File: src/rtl/function_row_sequencer.sv
// Streams NUM_ROWS generator rows, each followed by NUM_SHIFTS-1 left-rotated copies, on a valid/ready port.
// Define FGEN_LOAD_EN to make the row table writable through the wr_* port (default: constant ROM).
module function_row_sequencer #(
  parameter int K_N        = 256,
  parameter int NUM_ROWS   = 4,
  parameter int NUM_SHIFTS = 16,
  parameter int SHIFT_STEP = 1,
  parameter int ADDR_W     = 2,
  parameter int SHIFT_W    = 4
) (
  input  logic               clk,
  input  logic               rst_n,
  input  logic               start,
  input  logic               abort,
`ifdef FGEN_LOAD_EN
  input  logic               wr_en,
  input  logic [ADDR_W-1:0]  wr_addr,
  input  logic [K_N-1:0]     wr_data,
  output logic               wr_err,
`endif
  output logic [K_N-1:0]     f_out,
  output logic               f_valid,
  input  logic               f_ready,
  output logic [ADDR_W-1:0]  f_row,
  output logic [SHIFT_W-1:0] f_shift,
  output logic               f_last,
  output logic               busy,
  output logic               done
);

  typedef enum logic [1:0] {S_IDLE, S_LOAD, S_EMIT, S_DONE} state_t;

  state_t               r_state, w_next;
  logic [K_N-1:0]       r_out;
  logic [ADDR_W-1:0]    r_row;
  logic [SHIFT_W-1:0]   r_shift;
  logic [K_N-1:0]       w_row_data;
  logic                 w_accept, w_last_shift, w_last_row;

  function automatic logic [K_N-1:0] default_row(input int unsigned idx);
    logic [255:0] c;
    case (idx)
      0:       c = 256'h3808686AD4706057D160CE6DD1FBDC49BC2C9D9D15C639207F397CCCB46CD901;
      1:       c = 256'h75DCFBBD645F404EEA309F6104F99C058C59D4E975A24DE11CC5A3079B559A92;
      2:       c = 256'h6709C0EB57ECCD19C6C16A91FB816854314972D239BC37824D749BFB3A13ABA5;
      3:       c = 256'hF657015660A9458EF3551EF7B7AD4AB1669250F9716DCD8669F5E8D2743414DA;
      default: c = '0;
    endcase
    return K_N'(c);
  endfunction

  function automatic logic [K_N-1:0] rotl(input logic [K_N-1:0] x);
    return {x[K_N-1-SHIFT_STEP:0], x[K_N-1:K_N-SHIFT_STEP]};
  endfunction

`ifdef FGEN_LOAD_EN
  logic [K_N-1:0] r_table [NUM_ROWS];
  logic           r_wr_err;

  // Writes only land while idle so a running sequence never sees a half-updated table.
  always_ff @(posedge clk or negedge rst_n) begin
    if (!rst_n) begin
      for (int unsigned i = 0; i < NUM_ROWS; i++) r_table[i] <= default_row(i);
      r_wr_err <= 1'b0;
    end else begin
      r_wr_err <= 1'b0;
      if (wr_en) begin
        if (r_state == S_IDLE && 32'(wr_addr) < NUM_ROWS) r_table[wr_addr] <= wr_data;
        else                                               r_wr_err <= 1'b1;
      end
    end
  end

  assign wr_err     = r_wr_err;
  assign w_row_data = r_table[r_row];
`else
  assign w_row_data = default_row(32'(r_row));
`endif

  assign w_accept     = f_valid & f_ready;
  assign w_last_shift = (r_shift == SHIFT_W'(NUM_SHIFTS - 1));
  assign w_last_row   = (r_row == ADDR_W'(NUM_ROWS - 1));

  always_ff @(posedge clk or negedge rst_n) begin
    if (!rst_n) r_state <= S_IDLE;
    else        r_state <= w_next;
  end

  always_comb begin
    w_next = r_state;
    case (r_state)
      S_IDLE: if (start) w_next = S_LOAD;
      S_LOAD: w_next = S_EMIT;
      S_EMIT: if (w_accept && w_last_shift) w_next = w_last_row ? S_DONE : S_LOAD;
      S_DONE: w_next = S_IDLE;
      default: w_next = S_IDLE;
    endcase
    if (abort) w_next = S_IDLE;
  end

  always_comb begin
    f_valid = (r_state == S_EMIT);
    busy    = (r_state != S_IDLE);
    done    = (r_state == S_DONE);
    f_last  = f_valid & w_last_row & w_last_shift;
  end

  always_ff @(posedge clk or negedge rst_n) begin
    if (!rst_n) begin
      r_out   <= '0;
      r_row   <= '0;
      r_shift <= '0;
    end else if (abort) begin
      r_row   <= '0;
      r_shift <= '0;
    end else begin
      case (r_state)
        S_IDLE: if (start) begin
          r_row   <= '0;
          r_shift <= '0;
        end
        S_LOAD: begin
          r_out   <= w_row_data;
          r_shift <= '0;
        end
        S_EMIT: if (w_accept) begin
          if (!w_last_shift) begin
            r_out   <= rotl(r_out);
            r_shift <= r_shift + 1'b1;
          end else if (!w_last_row) begin
            r_row <= r_row + 1'b1;
          end
        end
        S_DONE: begin
          r_row   <= '0;
          r_shift <= '0;
        end
        default: ;
      endcase
    end
  end

  assign f_out   = r_out;
  assign f_row   = r_row;
  assign f_shift = r_shift;

endmodule
File: config.mk
export PLATFORM = sky130hd
export DESIGN_NAME = function_row_sequencer
export DESIGN_NICKNAME = d
export VERILOG_FILES = /design/src/rtl/function_row_sequencer.sv
export SDC_FILE = /design/constraint.sdc
export NUM_CORES = 1
export LEC_CHECK = 0
export CAP_MARGIN = 20
export CORE_MARGIN = 5
export CORE_UTILIZATION = 40
export DETAILED_ROUTE_END_ITERATION = 10
export PLACE_DENSITY = 0.7
export REMOVE_ABC_BUFFERS = 1
export SETUP_SLACK_MARGIN = 0.15
export SLEW_MARGIN = 10
export SYNTH_ARGS = -nofsm -noshare
export SYNTH_HDL_FRONTEND = slang
export SYNTH_SLANG_ARGS = --single-unit
File: constraint.sdc
create_clock -name clk -period 2.3 [get_ports clk]
set_input_delay 0.46 -clock clk [delete_from_list [all_inputs] [get_ports clk]]
set_output_delay 0.46 -clock clk [all_outputs]
set_load 0.01 [all_outputs]
# After elaboration in Yosys (flattened, before gate mapping)
# Cells that the tools add are included.
[word_totals]
input_bits = 5
register_bits = 264
[classes]
reduce_logical = 11
bitwise = 4
add_sub_neg = 2
eq_ne = 15
muxes = 20
[ops]
columns = ["cell", "n"]
rows = [
  ["256-bit case mux with 4 select lines", 1],
  ["256-bit 2-to-1 mux", 2],
  ["256-bit case mux with 2 select lines", 1],
  ["2-bit 2-to-1 mux", 9],
  ["4-bit 2-to-1 mux", 4],
  ["4-bit case mux with 3 select lines", 1],
  ["3-bit by 2-bit inequality test with 1-bit output, second input constant", 3],
  ["3-bit inequality test, second input constant", 3],
  ["2-bit equality test, second input constant", 4],
  ["2-bit case mux with 4 select lines", 1],
  ["2-bit case mux with 3 select lines", 1],
  ["5-bit AND reduction", 1],
  ["4-bit by 1-bit adder with 4-bit output, second input constant", 1],
  ["2-bit by 1-bit equality test with 1-bit output, second input constant", 2],
  ["4-bit equality test, second input constant", 1],
  ["2-bit logical NOT", 2],
  ["4-bit AND reduction", 1],
  ["2-bit nonzero test", 2],
  ["4-bit nonzero test", 1],
  ["1-bit bitwise AND", 3],
  ["3-bit AND reduction", 1],
  ["2-bit by 1-bit adder with 2-bit output, second input constant", 1],
  ["2-bit by 1-bit inequality test with 1-bit output, second input constant", 1],
  ["2-bit inequality test, second input constant", 1],
  ["4 further kinds", 4],
]

# Logic depth before layout (Yosys ltp)
[depth]
depth_word = 6
mapped_depth = 9

# Worst setup path before layout
# Ideal clock, no wire load.
[synth_path]
kind = "register to register"
start = "register r_state[0]"
end = "register r_out[115], in the netlist f_out[115]"
n_path_buf = 2
stages_incl_launch_ff = 8
required_time_ns = 2.162
t_arrival_ns = 1.885
period_less_slack_ns = 2.023
slack_ns = 0.277
path_cell_list = "dfrtp_1 inv_1 ha_1 inv_1 buf_2 nor4_1 clkbuf_1 o22ai_1"
[synth_via]
elab_chain_len = 4
[synth_lines]
columns = ["element", "line", "source"]
rows = [
  ["from (decl)", "33", "state_t r_state, w_next;"],
  ["from (signal assigned)", "86", "else r_state <= w_next;"],
  ["2-bit equality test (*)", "102", "f_valid = (r_state == S_EMIT);"],
  ["named net f_valid", "22", "output logic f_valid,"],
  ["1-bit bitwise AND", "80", "assign w_accept = f_valid & f_ready;"],
  ["2-bit by 1-bit inequality test with 1-bit output (no line)", "-", ""],
  ["4-bit AND reduction (no line)", "-", ""],
  ["to (signal assigned)", "123", "r_out <= w_row_data;"],
  ["to (signal assigned)", "128", "r_out <= rotl(r_out);"],
  ["to (decl)", "34", "logic [K_N-1:0] r_out;"],
]
# The timed path passes the listed nets; every way through them passes the cells marked *.
# A chain may end at the register's enable or synchronous reset.

# Worst setup path after layout
[layout_path]
start = "register r_state[0]"
end = "output port busy"
[layout_via]
elab_chain_len = 1
[layout_lines]
columns = ["element", "line", "source"]
rows = [
  ["2-bit nonzero test", "103", "busy = (r_state != S_IDLE);"],
  ["to (decl)", "27", "output logic busy,"],
]
# Every way passes these cells.

==> results.sh <==
export IMPL_tns_ns=0
export IMPL_nNetsFinal=1265
export IMPL_grt_pass1_vias=9292
export IMPL_drt_iter0_drc=808
export IMPL_port_buffers=270
export IMPL_synthMuxAreaShare=0
export IMPL_ant_nets=0
export IMPL_fillCellCount=2218
export IMPL_cts_tree="yes"
export IMPL_p_comb_frac=0.448
export IMPL_pwr_share_clk=0.186
export IMPL_path_clk_slew_ns=0.06
export IMPL_clockBufferDepth=3
export IMPL_rows=60
export IMPL_p_sw_frac=0.3494
export IMPL_path_class="flip-flop to primary output"
export IMPL_syn_inst=949
export IMPL_avgSynthCellArea_um2=11.57
export IMPL_numClockSinks=264
export IMPL_gp_congestion=0.8278
export IMPL_syn_to_final_growth_pct=42.27
export IMPL_final_util=0.5780
export IMPL_maxCapViolCount=0
export IMPL_viasPerCell=5.741
export IMPL_yosysUniqueCellTypes=39
export IMPL_dr_pass1_iters=6
export IMPL_numCtsBuffers=28
export IMPL_slew_headroom=0.5159
export IMPL_status="finished clean"
export IMPL_core_um2=27030
export IMPL_endpoint_kind="primary output"
export IMPL_hpwl_um=24540
export IMPL_yosys_warnings=0
export IMPL_startpoint_type="flip-flop"
export IMPL_hold_path_class="input port to flip-flop"
export IMPL_synth_compound_area_frac=0.2345
export IMPL_synth_top_family_by_area="compound AO/OA/AOI/OAI gates"
export IMPL_final_area_um2=15620
export IMPL_grt_use_met1=0.3309
export IMPL_cp_slowest_cell="dfrtp_1"
export IMPL_p_int_mw=15.98
export IMPL_die_area_um2=30860
export IMPL_synth_seq_cells=264
export IMPL_top_usage_layer="met2"
export IMPL_period_needed_ns=2.092
export IMPL_clk_latency_ns=0.53
export IMPL_synth_xor_area_frac=0
export IMPL_wl_um=36510
export IMPL_syn_area_um2=10980
export IMPL_peakVddDrop_uv=807.0
export IMPL_path_max_fanout=3
export IMPL_p_switching_mw=8.585
export IMPL_finalHoldViolations=0
export IMPL_cp_num_buf_inv=4
export IMPL_clock_fmax_mhz=478.0
export IMPL_postSynth_asyncResetShare=1.000
export IMPL_drc=0
export IMPL_instances_no_fill=1607
export IMPL_grt_max_degree=98
export IMPL_track_usage=0.2308
export IMPL_clock_skew_ns=0.01038
export IMPL_period_share=0.9096
export IMPL_die_w_um=175.7
export IMPL_mostFrequentLayoutCells="dfrtp_1, clkdlybuf4s50_1, nand2_1"
export IMPL_grt_overflow_total=0
export IMPL_initial_core_util=0.4063
export IMPL_synthSimpleGateAreaFrac=0.1007
export IMPL_maxSlewViolCount=0
export IMPL_p_seq_frac=0.366
export IMPL_grt_pass1_wl_um=56570
export IMPL_placed_cells=1546
export IMPL_p_leak_nw=6.285
export IMPL_slowest_delay_ns=0.39
export IMPL_cts_htree_levels=1
export IMPL_synth_adder_area_share=0.01595
export IMPL_setup_viol=0
export IMPL_chipHeight_um=175.7
export IMPL_diodes=0
export IMPL_gr_usage_met3=0.04800
export IMPL_drive_gt1_frac=0.1232
export IMPL_crit_chain="inv_2 -> buf_4 -> ha_1 -> inv_1 -> dlygate4sd2_1"
export IMPL_power_density_nw_per_um2=1573
export IMPL_ios=271
export IMPL_cp_data_arrival_time_ns=1.63
export IMPL_antenna_found_initial=0
export IMPL_use_met2=0.3596
export IMPL_synth_edff_count=0
export IMPL_crit_family="buffers and inverters"
export IMPL_synth_ff_type="dfrtp_1"
export IMPL_yosysSeqAreaShare=0.6017
export IMPL_root_buffer="clkbuf_16"
export IMPL_num_vias=9226
export IMPL_placed_cell_area_um2=14510
export IMPL_wl_per_cell_um=22.72
export IMPL_cp_required_ns=1.84
export IMPL_tightest_slew_ns=0.7262
export IMPL_rsz0062_at_grt="yes"
==> flip-flops by register name, summed over array words and instances, names as in the netlist <==
name and cells:
f_out 256, f_shift 4, f_row 2, r_state 2
==> synth_stat cells, types with 8 or more instances <==
library cell    n  area share
o21ai_0        47       0.021
nor2_1         11      0.0038
o22ai_1        13      0.0074
nand2b_1       23       0.013
o22a_1         18       0.014
ha_1           14       0.016
inv_1           8      0.0027
buf_2          20      0.0091
dfrtp_1       264        0.60
clkbuf_1       39       0.013
a2bb2oi_1     175        0.14
a21oi_1        22       0.010
a22o_1         34       0.027
nand2_1       193       0.066
buf_4          10      0.0068
buf_6          14       0.014
==> cell type report <==
cell class	instances	area, µm²	share of cell area
sequential	264	6608	0.4230
inverter	8	30.03	0.001922
multi-input combinational	592	3983	0.2550
clock buffer	41	850.8	0.05447
tap	341	426.7	0.02731
timing repair buffer	352	3627	0.2322
clock inverter	9	95.09	0.006088
==> metal layers <==
layer / vias to the layer above / wire length, µm
li1: 4041 / -
met1: 4722 / 16130
met2: 400 / 16910
met3: 63 / 2559
met4: 0 / 906
met5: - / 0
==> timing repair <==
action                                 in CTS  in global routing
setup buffers                               7                  2
setup endpoints to repair                 192                 25
hold buffers                                1                  0
pin swaps                                   1                  1
endpoints found under the hold margin      53                  0
cloned                                      1                  0
resized for setup                          15                  8
==> through the flow <==
step | hold WS [ns] | power [mW] | setup slack [ns]
2_1_floorplan | 0.1644 | 13.25 | -6.191
3_3_place_gp | 0.4357 | 19.68 | -0.1306
3_5_place_dp | 0.4320 | 19.86 | -0.1910
4_1_cts | 0.4001 | 24.68 | 0.1067
5_1_grt | 0.4201 | 25.86 | 0.1379
6_report | 0.4228 | 24.57 | 0.2080
==> final timing paths <==
path | from | end | slack [ns] | depth (start not counted)
min in group asynchronous | rst_n | f_out[38]$_DFFE_PN0P_ | 0.44 | 2
max | r_state[0]$_DFFE_PN0P_ | busy | 0.21 | 5
max in group asynchronous | rst_n | f_out[50]$_DFFE_PN0P_ | 1.13 | 3
min | abort | r_state[1]$_DFFE_PN0P_ | 0.42 | 2
max reg2reg | r_state[1]$_DFFE_PN0P_ | f_out[227]$_DFFE_PN0P_ | 0.27 | 7
min reg2reg | f_out[88]$_DFFE_PN0P_ | f_out[89]$_DFFE_PN0P_ | 0.52 | 1
==> power by group through the flow <==
stage | logic [mW] | clock network, mW | registers, mW
CTS | 11.1 | 4.63 | 8.96
finish | 11.0 | 4.57 | 8.99
global route | 11.7 | 4.86 | 9.27
detailed placement | 10.9 | 0 | 8.97
floorplan | 3.93 | 0 | 9.33
global placement | 10.7 | 0 | 9.00
==> cells by family after synthesis <==
| logic type | after synthesis |
|---|---|
| compound gates | 326 |
| flops | 264 |
| simple gates | 252 |
| buf+inv | 93 |
| fa+ha+maj | 14 |
No activity file was read; power rests on OpenSTA's default activity.
